==> config.mk <==
export PLATFORM = sky130hd
export DESIGN_NAME = door_input_cond
export DESIGN_NICKNAME = d
export VERILOG_FILES = /design/src/rtl/door_pkg.sv /design/src/rtl/debounce_bit.sv /design/src/rtl/door_input_cond.sv
export SDC_FILE = /design/constraint.sdc
export NUM_CORES = 1
export LEC_CHECK = 0
export CAP_MARGIN = 20
export CORE_ASPECT_RATIO = 1.75
export CORE_MARGIN = 4
export CORE_UTILIZATION = 25
export DETAILED_ROUTE_END_ITERATION = 6
export HOLD_SLACK_MARGIN = 0.05
export SYNTH_ARGS = -nofsm -noshare
export SYNTH_HDL_FRONTEND = slang
export SYNTH_SLANG_ARGS = --single-unit
export TNS_END_PERCENT = 50
==> constraint.sdc <==
create_clock -name clk -period 2 [get_ports clk]
set_clock_uncertainty 0.05 [all_clocks]
set_input_delay 0.3 -clock clk [delete_from_list [all_inputs] [get_ports clk]]
set_output_delay 0.3 -clock clk [all_outputs]
set_load 0.02 [all_outputs]
==> src/rtl/door_pkg.sv <==
// Shared constants for the door input-conditioning block: hold FSM state
// encoding and the default debounce / hold-open timing.
package door_pkg;

  // Hold FSM states; the unused code 3 is treated as IDLE by the decoder.
  localparam logic [1:0] IDLE    = 2'd0;
  localparam logic [1:0] WAIT    = 2'd1;
  localparam logic [1:0] EXPIRED = 2'd2;

  // Default timing shared with the top level.
  localparam int DEB_CYCLES_DEF  = 4;
  localparam int HOLD_CYCLES_DEF = 16;

endpackage

==> src/rtl/debounce_bit.sv <==
// One-bit input conditioner: two-flop synchroniser followed by a debounce
// counter. The output flips only after the synchronised value has differed
// from it for DEB_CYCLES consecutive enabled cycles.
module debounce_bit #(
  parameter int DEB_CYCLES = 4
) (
  input  logic clk,
  input  logic rst,
  input  logic ena,
  input  logic raw,
  output logic out
);

  localparam int DEB_W = $clog2(DEB_CYCLES + 1);

  logic             s1;
  logic             s2;
  logic [DEB_W-1:0] cnt;

  // Synchronise the raw pad level, then count consecutive disagreements.
  always_ff @(posedge clk) begin
    if (rst) begin
      s1  <= 1'b0;
      s2  <= 1'b0;
      out <= 1'b0;
      cnt <= '0;
    end else if (ena) begin
      s1 <= raw;
      s2 <= s1;
      if (s2 == out) begin
        cnt <= '0;
      end else if (cnt == DEB_W'(DEB_CYCLES - 1)) begin
        out <= s2;
        cnt <= '0;
      end else begin
        cnt <= cnt + DEB_W'(1);
      end
    end
  end

endmodule

==> src/rtl/door_input_cond.sv <==
// Input conditioning ahead of the door FSM: debounces the presence sensor
// and both limit switches, times the hold-open period to produce se, and
// latches a sticky fault when both limit switches read active together.
module door_input_cond
  import door_pkg::*;
#(
  parameter int DEB_CYCLES  = DEB_CYCLES_DEF,
  parameter int HOLD_CYCLES = HOLD_CYCLES_DEF
) (
  input  logic clk,
  input  logic rst,
  input  logic ena,
  input  logic sen_raw,
  input  logic la_raw,
  input  logic lc_raw,
  output logic sen,
  output logic la,
  output logic lc,
  output logic se,
  output logic fault
);

  localparam int HOLD_W = $clog2(HOLD_CYCLES + 1);

  logic [1:0]        state;
  logic [1:0]        state_nxt;
  logic [HOLD_W-1:0] hcnt;
  logic [HOLD_W-1:0] hcnt_nxt;
  logic              open_clear;
  logic              abort;

  debounce_bit #(.DEB_CYCLES(DEB_CYCLES)) u_deb_sen (
    .clk (clk),
    .rst (rst),
    .ena (ena),
    .raw (sen_raw),
    .out (sen)
  );

  debounce_bit #(.DEB_CYCLES(DEB_CYCLES)) u_deb_la (
    .clk (clk),
    .rst (rst),
    .ena (ena),
    .raw (la_raw),
    .out (la)
  );

  debounce_bit #(.DEB_CYCLES(DEB_CYCLES)) u_deb_lc (
    .clk (clk),
    .rst (rst),
    .ena (ena),
    .raw (lc_raw),
    .out (lc)
  );

  // Door fully open, nobody present, switches consistent: start timing.
  assign open_clear = la & ~sen & ~lc & ~fault;
  // Presence, door leaving open, or a fault cancels timing; presence is
  // checked ahead of expiry so it wins a same-cycle tie.
  assign abort      = sen | ~la | fault;

  // Next-state and hold counter update for the hold-open timer.
  always_comb begin
    state_nxt = IDLE;
    hcnt_nxt  = hcnt;
    case (state)
      WAIT: begin
        if (abort) begin
          state_nxt = IDLE;
        end else if (hcnt == HOLD_W'(HOLD_CYCLES - 1)) begin
          state_nxt = EXPIRED;
        end else begin
          state_nxt = WAIT;
          hcnt_nxt  = hcnt + HOLD_W'(1);
        end
      end
      EXPIRED: begin
        state_nxt = abort ? IDLE : EXPIRED;
      end
      default: begin
        if (open_clear) begin
          state_nxt = WAIT;
          hcnt_nxt  = '0;
        end
      end
    endcase
  end

  // Register FSM state, hold count, the se level and the sticky fault.
  always_ff @(posedge clk) begin
    if (rst) begin
      state <= IDLE;
      hcnt  <= '0;
      se    <= 1'b0;
      fault <= 1'b0;
    end else if (ena) begin
      state <= state_nxt;
      hcnt  <= hcnt_nxt;
      se    <= (state_nxt == EXPIRED);
      fault <= fault | (la & lc);
    end
  end

endmodule

; ---- Yosys cells after proc, flatten, opt, wreduce, memory -nomap -nowiden
; Index checks and enable logic that the tools add are counted.
; W data, S select, Z words.
[word_totals]
elab_cells = 67
register_bits = 27
inputBits = 6
output_inout_bits = 5
[classes]
eq_ne = 12
n_reduce_logical = 5
n_addsub = 4
muxes = 15
n_bitwise = 15
[ops]
columns = cell, count
row1 = $mux W3, 6
row2 = $mux W5, 3
row3 = $pmux W5 S2, 1
row4 = $add A3 B1 Y3 const B, 3
row5 = $eq A3 B2 Y1 const B, 3
row6 = $reduce_and A3 Y1, 3
row7 = $not A1 Y1, 8
row8 = $mux W2, 3
row9 = $add A5 B1 Y5 const B, 1
row10 = $eq A5 B4 Y1 const B, 1
row11 = $reduce_and A5 Y1, 1
row12 = $and A1 B1 Y1, 4
row13 = $eq A2 B2 Y1 const B, 2
row14 = $ne A2 B2 Y1 const B, 2
row15 = $pmux W2 S2, 1
row16 = $eq A1 B1 Y1, 3
row17 = $or A1 B1 Y1, 3
row18 = $eq A2 B1 Y1 const B, 1
row19 = $reduce_bool A2 Y1, 1
row20 = $mux W1, 1

; ---- Longest topological paths before layout
[depth]
word_depth = 7
depth_mapped = 6
mapped_depth_nobuf = 6

; ---- Hierarchy
; From an unflattened synthesis, not the netlist that was laid out.
[unflattened]
hier_cells = 132
area_unflattened_um2 = 1275.0
[modules_own_cells]
columns = mod, cells_each, seq_area_each_um2, n_inst, area_per_inst_um2
row1 = debounce_bit, 26, 120.1, 3, 255.2
row2 = door_input_cond, 54, 180.2, 1, 509.2

; ---- Worst setup path before layout
; Ideal clock, no wire load.
[synth_timing]
path_kind = reg2reg
start = register hcnt[0]
end = register hcnt[3]
stages_incl_launch_ff = 7
t_arrival_ps = 1886
setup_time_ps = 74
slack_ps = -10
t_required_ps = 1876
period_less_slack_ps = 2010
path_buffers = 0
cell_sequence = dfxtp_1 -> ha_1 -> and3_1 -> ha_1 -> or4b_1 -> or4_1 -> o21ai_0
[synth_between]
elab_chain_cells = 4
elab_cells_between_ends = 7
cone_classes = add/sub: 1 / eq/ne: 2 / mux: 3 / reduce/logical: 1
[synth_rtl]
columns = element, line
row1 = from (decl), door_input_cond.sv:27  ; logic [HOLD_W-1:0] hcnt;
row2 = from (signal assigned), door_input_cond.sv:98  ; hcnt <= hcnt_nxt;
row3 = $add A5 B1 Y5, door_input_cond.sv:74  ; hcnt_nxt = hcnt + HOLD_W'(1);
row4 = $mux W5, door_input_cond.sv:70  ; end else if (hcnt == HOLD_W'(HOLD_CYCLES - 1)) begin
row5 = $mux W5, door_input_cond.sv:68  ; if (abort) begin
row6 = $pmux W5 S2, door_input_cond.sv:66  ; case (state)
; Parallel ways exist; a longest one is shown, timed or not. The select of a mux whose other input is x is not followed.
; A chain may end at the register's enable or synchronous reset.

; ---- Worst setup path after layout
; Same ends and word-level chain as after synthesis.

==> flow_summary.json <==
{
  "finalSetupViolCount": 0,
  "critical_path.endpoint": "hcnt[3]",
  "ioPinCount": 11,
  "wl_met2_um": 1269,
  "crit_start": "hcnt[0]",
  "vias": 1005,
  "grt_max_degree": 29,
  "grt.total_usage_pct": 9.069,
  "r2r_end": "hcnt[3]",
  "coreArea_um2": 4977,
  "rows": 34,
  "first_pass_iters": 2,
  "drive_above_1_share_pct": 13.07,
  "final_util_pct": 31.32,
  "yosysTopAreaCell": "dfxtp_1",
  "synthCells": 138,
  "synthTopCellsByArea": "dfxtp_1 42%, nand2b_1 7.4%, mux2i_1 7.1%",
  "final_cell_area_um2": 1559,
  "crit_required_ns": 2.17,
  "drv_slew": 0,
  "antenna_cells": 0,
  "routed_wl_um": 2501,
  "overflow": 0,
  "antenna_left": 0,
  "min_period_over_period_pct": 97.71,
  "final_cell_mix": "25 x dfxtp_1, 15 x nand2b_1, 14 x a21oi_1, 10 x nor2_1, 10 x clkdlybuf4s50_1",
  "post-route-drc-count": 0,
  "avgSynthCellArea_um2": 9.239,
  "power_density_nw_per_um2": 586.1,
  "final_nets": 167,
  "synth_edf_count": 0,
  "cp.arrival_ns": 2.12,
  "status": "finished clean",
  "min_period_ns": 1.954,
  "syn_nets": 151,
  "cts.sink_count": 27,
  "min_path_type": "flip-flop to flip-flop",
  "place_congestion": 0.7554,
  "worst_pin_slew_ns": 0.5182,
  "path_clk_slew_ns": 0.09,
  "max_freq_mhz": 511.7,
  "ctsHoldBuffers": 0,
  "dpl.hpwl_um": 1757,
  "ff_latch_area_um2": 543.0,
  "power_mw": 0.9137,
  "clkLatencyLatePin_ns": 0.28,
  "nFillCells": 515,
  "h-tree-depth": 1,
  "drt_iter0_drc": 16,
  "peakVddDrop_mv": 0.4086,
  "wl_per_cell_um": 12.08,
  "die_x_um": 61.99,
  "critPathMaxFanout": 2,
  "root_buffer": "clkbuf_8",
  "relSlewSlack_pct": 64.56,
  "hold_viol_final": 0,
  "syn_area_um2": 1275,
  "cap_viol_max_count": 0,
  "endpoint_kind": "flip-flop",
  "fin_ws_ns": 0.04578,
  "ys_ff_latch": 27,
  "synth_flop_cell": "dfxtp_1",
  "synth_top_area_share_pct": 42.39,
  "antenna_found_initial": 0,
  "leakagePower_nw": 0.5887,
  "r2r-start": "hcnt[0]",
  "numCtsBuffers": 3,
  "initial_core_util_pct": 25.62,
  "cts.path.max_buffers": 2,
  "r2r_slack_ns": 0.05,
  "reg2regPathDepth": 6,
  "cp-start-kind": "flip-flop",
  "whs_ns": 0.3934,
  "grt_pass1_vias": 1059,
  "synth.distinct_cells": 34,
  "m1WireLength_um": 1098,
  "crit_type": "flip-flop to flip-flop",
  "async_reset_ff_share_pct": 0,
  "vias_per_cell": 4.855,
  "die-area_um2": 6352,
  "cts_tree": "done",
  "grt_pass1_wl_um": 4429,
  "routed.top_layer": "met4",
  "yosysWarnings": 0,
  "dr_wl_met3_um": 59,
  "io_buffers": 10,
  "pre_cts_ws_ns": -0.009283,
  "yosysSeqAreaShare_pct": 42.39,
  "multi_input_area_um2": 726.9,
  "syn2layout_area_growth_pct": 22.28,
  "die_h_um": 102.5,
  "place_area_um2": 1464,
  "final_common_cell": "dfxtp_1"
}
-- sequential cells by signal, summed over array words and instances (netlist names) --
signal	cells
u_deb_lc.s2	1
u_deb_sen.s2	1
u_deb_la.s2	1
fault	1
hcnt	5
u_deb_lc.s1	1
state	2
u_deb_lc.out	1
u_deb_sen.cnt	3
u_deb_lc.cnt	3
u_deb_sen.out	1
u_deb_sen.s1	1
u_deb_la.out	1
u_deb_la.s1	1
se	1
u_deb_la.cnt	3
-- metrics by stage --
stage	setup TNS [ns]	instances
3_3_place_gp	0	202
3_5_place_dp	-0.009283	202
4_1_cts	0	207
5_1_grt	-0.01682	207
6_report	0	207
2_1_floorplan	0	138
-- cells by family after synthesis --
family,count (synthesis),share of synthesized area [%]
AO/OA/AOI/OAI,27,12.46
XOR/XNOR,3,2.061
adder cells (fa/ha/maj),7,6.869
buffers and inverters,12,3.827
flip-flops,27,42.39
multiplexers,9,7.066
AND/OR/NAND/NOR,53,25.32
-- area by class of cell --
class / count / share of cell area, %
Tap cell: 54 / 4.334
Clock buffer: 3 / 2.648
Timing Repair Buffer: 17 / 9.791
Sequential cell: 27 / 34.83
Multi-Input combinational cell: 99 / 46.63
Clock inverter: 1 / 0.3210
Inverter: 6 / 1.445
-- power by group --
part	internal, mW	switching (mW)	leakage (nW)
registers	0.544	0.00420	0.219
clock network	0.140	0.177	0.0255
logic	0.0231	0.0258	0.344
total	0.707	0.207	0.589
-- metal layers --
| metal | GRT usage, % | vias to the layer above |
|---|---|---|
| li1 | - | 515 |
| met1 | 10.60 | 473 |
| met2 | 15.02 | 12 |
| met3 | 1.264 | 5 |
| met4 | 5.392 | 0 |
| met5 | 0 | - |
-- worst max-delay path: stages, from the launching register on --
cell and delay (ns):
dfxtp_2 0.35, ha_4 0.15, and3_4 0.17, ha_4 0.15
or4b_4 0.47, or4_4 0.49, o21ai_2 0.07
-- cells in the mapped netlist, drive strengths merged, types with 2 or more instances --
| master | instances |
|---|---|
| a21oi | 14 |
| buf | 2 |
| clkbuf | 4 |
| dfxtp | 27 |
| ha | 7 |
| inv | 6 |
| mux2i | 9 |
| nand2 | 4 |
| nand2b | 15 |
| nand3 | 3 |
| nand3b | 3 |
| nand4 | 2 |
| nand4b | 4 |
| nor2 | 10 |
| nor2b | 3 |
| o21ai | 5 |
| o31ai | 2 |
| xor2 | 3 |
-- worst min path at each step --
stage	from	end	slack, ns	depth (start not counted)
2_1_floorplan	rst	se	0.35	1
3_3_place_gp	u_deb_sen.cnt[2]	u_deb_sen.cnt[2]	0.38	2
3_5_place_dp	u_deb_lc.cnt[2]	u_deb_lc.cnt[2]	0.38	2
4_1_cts	u_deb_la.cnt[2]	u_deb_la.cnt[2]	0.40	2
5_1_grt	u_deb_lc.cnt[2]	u_deb_lc.cnt[2]	0.41	2
6_report	u_deb_la.cnt[2]	u_deb_la.cnt[2]	0.39	2
-- what timing repair did --
action	CTS	global route
endpoints found under the setup margin	1	3
gates cloned	0	0
setup buffers	1	0
resized for setup	2	9
pin swaps	2	4
(Power assumes the default switching activity.)
